## config.mk

```make
export PLATFORM = sky130hd
export DESIGN_NAME = fwd_hazard_ctrl_flat
export DESIGN_NICKNAME = d
export VERILOG_FILES = /design/src/rtl/fwd_hazard_ctrl_if.sv /design/src/rtl/fwd_hazard_ctrl.sv /design/src/flat_wrapper.sv
export SDC_FILE = /design/constraint.sdc
export NUM_CORES = 1
export LEC_CHECK = 0
export ABC_AREA = 0
export CAP_MARGIN = 10
export CORE_ASPECT_RATIO = 0.7
export CORE_UTILIZATION = 53
export DETAILED_ROUTE_END_ITERATION = 8
export GPL_ROUTABILITY_DRIVEN = 1
export GPL_TIMING_DRIVEN = 0
export PLACE_DENSITY = 0.82
export SYNTH_ARGS = -nofsm -noshare
export SYNTH_HDL_FRONTEND = slang
export SYNTH_SLANG_ARGS = --single-unit
```

## constraint.sdc

```tcl
create_clock -name clk -period 3.44 [get_ports clk]
set_input_delay 0.344 -clock clk [delete_from_list [all_inputs] [get_ports clk]]
set_output_delay 0.344 -clock clk [all_outputs]
set_load 0.05 [all_outputs]
```

## src/rtl/fwd_hazard_ctrl_if.sv

```systemverilog
// Forwarding/hazard control bundle between the
// ID-stage driver and the hazard controller.
interface fwd_hazard_ctrl_if #(
  parameter int REG_ADDR_W = 5,
  parameter int CNT_W      = 32
);
  logic                  pipe_en;
  logic                  flush;
  logic [REG_ADDR_W-1:0] id_rs1;
  logic [REG_ADDR_W-1:0] id_rs2;
  logic                  id_use_rs1;
  logic                  id_use_rs2;
  logic [REG_ADDR_W-1:0] id_rd;
  logic                  id_reg_write;
  logic                  id_mem_read;
  logic [1:0]            fwd_a_sel;
  logic [1:0]            fwd_b_sel;
  logic                  stall;
  logic [CNT_W-1:0]      stall_count;

  modport master (
    output pipe_en, flush,
    output id_rs1, id_rs2,
    output id_use_rs1, id_use_rs2,
    output id_rd, id_reg_write,
    output id_mem_read,
    input  fwd_a_sel, fwd_b_sel,
    input  stall, stall_count
  );

  modport slave (
    input  pipe_en, flush,
    input  id_rs1, id_rs2,
    input  id_use_rs1, id_use_rs2,
    input  id_rd, id_reg_write,
    input  id_mem_read,
    output fwd_a_sel, fwd_b_sel,
    output stall, stall_count
  );
endinterface

```

## src/rtl/fwd_hazard_ctrl.sv

```systemverilog
// EX-stage forwarding select generation and
// load-use stall detection with stall counter.
module fwd_hazard_ctrl #(
  parameter int REG_ADDR_W = 5,
  parameter int CNT_W      = 32
) (
  input logic              clk,
  input logic              rst,
  fwd_hazard_ctrl_if.slave bus
);

  typedef logic [REG_ADDR_W-1:0] ridx_t;

  typedef struct packed {
    ridx_t rs1;
    ridx_t rs2;
    ridx_t rd;
    logic  rw;
    logic  mr;
  } id_ex_t;

  typedef struct packed {
    ridx_t rd;
    logic  rw;
  } wr_t;

  id_ex_t           ex_q;
  wr_t              mem_q;
  wr_t              wb_q;
  logic [CNT_W-1:0] cnt_q;

  logic             stall;
  logic             hit1;
  logic             hit2;
  logic [1:0]       sel_a;
  logic [1:0]       sel_b;
  id_ex_t           id_ex;

  // load in EX whose rd feeds the ID instruction
  always_comb begin
    hit1 = bus.id_use_rs1
         && (bus.id_rs1 == ex_q.rd);
    hit2 = bus.id_use_rs2
         && (bus.id_rs2 == ex_q.rd);
    stall = ex_q.mr
          && (ex_q.rd != '0)
          && (hit1 || hit2)
          && !bus.flush;
  end

  // operand A select, EX/MEM holds newest value
  always_comb begin
    sel_a = 2'b00;
    priority case (1'b1)
      mem_q.rw && mem_q.rd != '0
        && mem_q.rd == ex_q.rs1:
        sel_a = 2'b10;
      wb_q.rw && wb_q.rd != '0
        && wb_q.rd == ex_q.rs1:
        sel_a = 2'b01;
      default: sel_a = 2'b00;
    endcase
  end

  // operand B select, same priority as A
  always_comb begin
    sel_b = 2'b00;
    priority case (1'b1)
      mem_q.rw && mem_q.rd != '0
        && mem_q.rd == ex_q.rs2:
        sel_b = 2'b10;
      wb_q.rw && wb_q.rd != '0
        && wb_q.rd == ex_q.rs2:
        sel_b = 2'b01;
      default: sel_b = 2'b00;
    endcase
  end

  // next ID/EX content: ID fields or bubble
  always_comb begin
    id_ex = '0;
    if (!(stall || bus.flush)) begin
      id_ex.rs1 = bus.id_rs1;
      id_ex.rs2 = bus.id_rs2;
      id_ex.rd  = bus.id_rd;
      id_ex.rw  = bus.id_reg_write;
      id_ex.mr  = bus.id_mem_read;
    end
  end

  // shadow pipeline registers and stall counter
  always_ff @(posedge clk) begin
    if (rst) begin
      ex_q  <= '0;
      mem_q <= '0;
      wb_q  <= '0;
      cnt_q <= '0;
    end else if (bus.pipe_en) begin
      wb_q     <= mem_q;
      mem_q.rd <= ex_q.rd;
      mem_q.rw <= ex_q.rw;
      ex_q     <= id_ex;
      if (stall && cnt_q != '1)
        cnt_q <= cnt_q + 1'b1;
    end
  end

  assign bus.fwd_a_sel   = sel_a;
  assign bus.fwd_b_sel   = sel_b;
  assign bus.stall       = stall;
  assign bus.stall_count = cnt_q;

endmodule

```

## src/flat_wrapper.sv

```systemverilog
// flat-port wrapper written by rule: the top's interface ports become plain ports
module fwd_hazard_ctrl_flat 
#(
  parameter int REG_ADDR_W = 5,
  parameter int CNT_W      = 32
)
  (clk, rst, bus_pipe_en, bus_flush, bus_id_rs1, bus_id_rs2, bus_id_use_rs1, bus_id_use_rs2, bus_id_rd, bus_id_reg_write, bus_id_mem_read, bus_fwd_a_sel, bus_fwd_b_sel, bus_stall, bus_stall_count);
  fwd_hazard_ctrl_if #(.REG_ADDR_W(REG_ADDR_W), .CNT_W(CNT_W)) bus_i ();
  input logic clk;
  input logic rst;
  input wire logic [$bits(bus_i.pipe_en)-1:0] bus_pipe_en;
  input wire logic [$bits(bus_i.flush)-1:0] bus_flush;
  input wire logic [$bits(bus_i.id_rs1)-1:0] bus_id_rs1;
  input wire logic [$bits(bus_i.id_rs2)-1:0] bus_id_rs2;
  input wire logic [$bits(bus_i.id_use_rs1)-1:0] bus_id_use_rs1;
  input wire logic [$bits(bus_i.id_use_rs2)-1:0] bus_id_use_rs2;
  input wire logic [$bits(bus_i.id_rd)-1:0] bus_id_rd;
  input wire logic [$bits(bus_i.id_reg_write)-1:0] bus_id_reg_write;
  input wire logic [$bits(bus_i.id_mem_read)-1:0] bus_id_mem_read;
  output wire logic [$bits(bus_i.fwd_a_sel)-1:0] bus_fwd_a_sel;
  output wire logic [$bits(bus_i.fwd_b_sel)-1:0] bus_fwd_b_sel;
  output wire logic [$bits(bus_i.stall)-1:0] bus_stall;
  output wire logic [$bits(bus_i.stall_count)-1:0] bus_stall_count;
  assign bus_i.pipe_en = bus_pipe_en;
  assign bus_i.flush = bus_flush;
  assign bus_i.id_rs1 = bus_id_rs1;
  assign bus_i.id_rs2 = bus_id_rs2;
  assign bus_i.id_use_rs1 = bus_id_use_rs1;
  assign bus_i.id_use_rs2 = bus_id_use_rs2;
  assign bus_i.id_rd = bus_id_rd;
  assign bus_i.id_reg_write = bus_id_reg_write;
  assign bus_i.id_mem_read = bus_id_mem_read;
  assign bus_fwd_a_sel = bus_i.fwd_a_sel;
  assign bus_fwd_b_sel = bus_i.fwd_b_sel;
  assign bus_stall = bus_i.stall;
  assign bus_stall_count = bus_i.stall_count;
  fwd_hazard_ctrl #(.REG_ADDR_W(REG_ADDR_W), .CNT_W(CNT_W)) u_core (.clk(clk), .rst(rst), .bus(bus_i));
endmodule
```

# Word level (Yosys, flattened, before mapping)

Index checks and enable logic that the tools add are counted.

Reductions and logical operators: 19
$add $sub $neg: 1
Muxes and demuxes: 5
Equal/unequal tests: 7

Operator list:

| cell                                          | count |
|---|---|
| adder 32 x 1 -> 32 bit, second input constant | 1 |
| != test 32 bit, second input constant         | 1 |
| == test 5 bit                                 | 6 |
| 2-to-1 mux 17 bit                             | 1 |
| nonzero test 5 bit                            | 3 |
| logical AND 1 bit                             | 12 |
| 2-to-1 mux 2 bit                              | 2 |
| logical OR 1 bit                              | 2 |
| 2-to-1 mux 1 bit                              | 2 |
| AND reduction 2 bit                           | 1 |
| zero test 1 bit                               | 1 |

Word-level logic and storage cells: 42
Flip-flop bits (word level): 61
Output and inout port bits: 37
Input port bits: 23

# Longest topological paths before layout

Depth in word-level cells: 7
Mapped depth: 9
Gate-level depth less buffers: 7

# Least setup slack after synthesis

Ideal clock, no wire load.

Path kind: flip-flop to output port
From: register u_core.mem_q[1] (netlist bit)
To: output bus_fwd_a_sel[0]
Cell stages (with the launch flop): 5
Data arrival time: 2.974 ns
Buffers on the path: 0
Required time: 3.096 ns
Setup slack: 0.122 ns
Cells stage by stage: dfxtp_1 -> or4_1 -> o21ai_0 -> nor4_1 -> nor4_1

Cells in the longest elaborated chain, start to end: 4
Elaborated cells on any way between the ends: 5
Those cells by class: eq/ne: 1; mux: 1; reduce/logical: 3

RTL lines:

| item                | RTL line              | RTL |
|---|---|---|
| from (decl)         | fwd_hazard_ctrl.sv:28 | `wr_t mem_q;` |
| nonzero test 5 bit  | fwd_hazard_ctrl.sv:55 | `mem_q.rw && mem_q.rd != '0` |
| logical AND 1 bit   | fwd_hazard_ctrl.sv:55 |  |
| logical AND 1 bit * | fwd_hazard_ctrl.sv:56 | `&& mem_q.rd == ex_q.rs1:` |
| 2-to-1 mux 2 bit *  | fwd_hazard_ctrl.sv:54 | `priority case (1'b1)` |
| to (decl)           | flat_wrapper.sv:20    | `output wire logic [$bits(bus_i.fwd_a_sel)-1:0] bus_fwd_a_sel;` |

Every way passes the cells marked *; elsewhere a longest branch is shown, timed or not.

# Worst setup path in the final report

Ends and elaborated chain as after synthesis.

==> results by group <==
Outcome
  • Outcome: complete, no violations

Worst setup path
  • Critical Path End Type: primary output
  • WP data required: 3100 ps
  • Critical path class: reg2out
  • Type of origin of the critical path: flop
  • Data arrival at the endpoint of the critical path: 2770 ps
  • Largest driver fanout on the critical path: 5

CTS
  • CTS sink count: 61
  • Buffers from clock root to sink, at most: 2
  • Number of gates resized after CTS: 0
  • Number of H-tree branching levels: 3
  • Clock tree from TritonCTS: done
  • TritonCTS buffer count: 9
  • Clk_lat worst skew: 340 ps
  • Clock-pin slew on the worst setup and hold paths: 70 ps
  • Setup Fix Bufs, Post-CTS: 0
  • Root Buffer Master: sky130_fd_sc_hd__clkbuf_8
  • Post-CTS Hold Buffers: 0

Floorplan
  • Full die area: around 6000 µm²
  • Die extent in x: 92.0 µm
  • Starting density of the core: 56.3%
  • FP Rows: 22
  • Die height: 65.0 µm
  • Io pins: 60
  • Core area: 5340 µm²

Layout
  • Sequential standard cell area: 1220 µm²
  • Layout net count: 432
  • Layout area overhead: 28.9%
  • Antenna diodes: 0
  • Area taken by multi-input logic gates: 1680 µm²
  • Filler instances: around 420
  • Non-filler instance count after layout: 484
  • Layout cells sized above 1: 7.77%

Drt
  • Routed vias: 2932
  • First-pass DRT Iterations: 5
  • Drc violations: 0
  • DRT antenna net count: 0
  • Final wirelength: 8.24 mm
  • Number of vias per cell: 6.06
  • Detailed-route wire length per cell: 17.0 µm
  • 1st-iter DRT viols: around 250

Timing
  • Worst relative slew slack: between 40% and 50%
  • Post-layout minimum cycle time: 3120 ps
  • Final setup viols: 0
  • Total negative slack: 0 ps
  • Final-report max-slew violation count: 0
  • Final hold violation count: 0
  • Setup slack of the critical path after layout: 322 ps
  • Clk_skew: 6.95 ps
  • Crit share post-route: 90.6%
  • RSZ-0062 raised after global routing: no
  • Achievable clock frequency: roughly 0.32 GHz
  • Actual transition at the worst max-transition pin: 818 ps

Hold path
  • Class of the worst hold path: in2reg

Synthesis
  • Cell count after synthesis: 339
  • Number of nets produced by synthesis: 363
  • Sequential-to-total area share from yosys stat: 40.6%
  • FF+latch count, synth: between 60 and 70
  • Average cell area after synthesis: 8.87 µm²
  • Ys async rst share: 0%
  • Number of enable flip-flop cells after synthesis: 0
  • Synthesized area: 3010 µm²
  • Yosys cell types: 39
  • Yosys warnings: 0
  • Flip-flop cell with the highest count after synthesis: sky130_fd_sc_hd__dfxtp_1

GRT
  • Total grt overflow: 0
  • Overall fraction of global-route tracks in use: 29.6%
  • Via count of the first global-routing pass: roughly 2700
  • Pin count of the biggest net entering global routing: 11
  • Initial antenna violation count: 0
  • First-pass GRT wire length: 13.6 mm

Power
  • Total power per unit cell area: 381 nW/µm²
  • Maximum vdd drop: 0.000277 V
  • Power Total: between 1000 and 1500 µW
  • Leakage power of the design: 0.00139 µW

Placement
  • Final RePlAce weighted congestion: 0.863
  • Input/output buffers: 58
  • Setup Slack @ Placement: 686 ps
  • Post-detailed-placement half-perimeter wirelength: 6.09 mm
  • Placed Instances: 469

Run
  • Max Cap Violations: 0
## critical path: stages (launching register included)
cell and delay, ps:
sky130_fd_sc_hd__dfxtp_1 370, sky130_fd_sc_hd__or4_1 530, sky130_fd_sc_hd__o21ai_0 280, sky130_fd_sc_hd__nor4_1 130
sky130_fd_sc_hd__nor4_1 270, sky130_fd_sc_hd__clkdlybuf4s50_1 860
## area by class of cell
cell class              count  share of cell area (%)
repair buffers             58                    15.0
multi-input cells         253                    43.2
plain buffers              17                    2.07
inverters                   8                   0.775
clock inverters             4                    1.23
well taps                  72                    2.32
flip-flops and latches     61                    31.5
clock buffers              11                    3.91
## synth_stat cells, types with 3 or more instances
master	count	area, µm²
sky130_fd_sc_hd__o31ai_1	6	45.0
sky130_fd_sc_hd__dfxtp_1	61	1220
sky130_fd_sc_hd__o21ai_0	24	120
sky130_fd_sc_hd__nor4_1	7	43.8
sky130_fd_sc_hd__mux2i_1	12	120
sky130_fd_sc_hd__nand2_1	18	67.6
sky130_fd_sc_hd__mux2_2	3	33.8
sky130_fd_sc_hd__xnor2_1	16	140
sky130_fd_sc_hd__nor2b_1	5	31.3
sky130_fd_sc_hd__or4_1	10	75.1
sky130_fd_sc_hd__nand4_1	9	56.3
sky130_fd_sc_hd__or3_1	24	150
sky130_fd_sc_hd__buf_4	4	30.0
sky130_fd_sc_hd__xor2_1	14	123
sky130_fd_sc_hd__clkbuf_1	11	41.3
sky130_fd_sc_hd__a21oi_1	28	140
sky130_fd_sc_hd__nand3_1	13	65.1
sky130_fd_sc_hd__nor2_1	26	97.6
sky130_fd_sc_hd__a22o_1	17	149
sky130_fd_sc_hd__inv_1	8	30.0
## path summary, 6_finish.rpt
kind	start	cells after the start	endpoint	slack, ps
setup / recovery	u_core.mem_q[1]	5	bus_fwd_a_sel[0]	320
hold / removal	bus_pipe_en	3	u_core.wb_q[1]	340
setup reg to reg	u_core.bus.stall_count[0]	8	u_core.bus.stall_count[20]	1100
hold reg to reg	u_core.ex_q[0]	1	u_core.ex_q[0]	480
## where the power goes
part	switching (µW)	internal, µW
registers	15.6	716
clock network	279	367
logic	45.2	52.0
## per-stage QoR
| stage | utilization (%) | cell area [µm²] | hold slack (ps) |
|---|---|---|---|
| after floorplan | - | 3010 | 439 |
| after global placement | 68.9 | 3680 | 456 |
| after detailed placement | 68.9 | 3680 | 462 |
| after CTS | 72.6 | 3880 | 320 |
| after global routing | 72.6 | 3880 | 357 |
| final | 72.6 | 3880 | 336 |
## cells in the final DEF, fill, tap and decap left out, types with 3 or more instances in the layout
master and instances:
sky130_fd_sc_hd__o21ai_0 24, sky130_fd_sc_hd__xor2_1 14, sky130_fd_sc_hd__dfxtp_1 61, sky130_fd_sc_hd__nand3_1 13
sky130_fd_sc_hd__or3_1 24, sky130_fd_sc_hd__mux2i_1 12, sky130_fd_sc_hd__buf_4 4, sky130_fd_sc_hd__clkdlybuf4s50_1 58
sky130_fd_sc_hd__nand4_1 9, sky130_fd_sc_hd__inv_1 8, sky130_fd_sc_hd__nor4_1 7, sky130_fd_sc_hd__nor2b_1 5
sky130_fd_sc_hd__nand2_1 18, sky130_fd_sc_hd__clkbuf_8 11, sky130_fd_sc_hd__a21oi_1 28, sky130_fd_sc_hd__mux2_2 3
sky130_fd_sc_hd__or4_1 10, sky130_fd_sc_hd__nor2_1 26, sky130_fd_sc_hd__o31ai_1 6, sky130_fd_sc_hd__clkbuf_1 11
sky130_fd_sc_hd__xnor2_1 16, sky130_fd_sc_hd__a22o_1 17
## kinds of logic (layout without fill, tap and decap cells)
logic type                 count (synthesis)  after routing  synth area share, %
AOI/OAI and AO/OA                         77             77                 15.7
xor gates and xnor gates                  30             30                 8.74
adders and majority gates                  1              1                0.416
buffers and inverters                     25             98                 3.66
DFF                                       61             61                 40.6
muxes                                     16             16                 5.49
and+or+nand+nor                          129            129                 25.4
## metal layers
layer,track usage [%],vias up,routed length (µm)
met5,0,-,0
met4,8.98,0,101
met3,7.63,12,556
met2,43.7,109,3650
met1,42.1,1431,3940
li1,-,1380,-
## state kept, by name, indices dropped and copies added (netlist names)
name,cells
u_core.bus.stall_count,32
u_core.ex_q,17
u_core.mem_q,6
u_core.wb_q,6
Power figures use the tool's default switching activity.
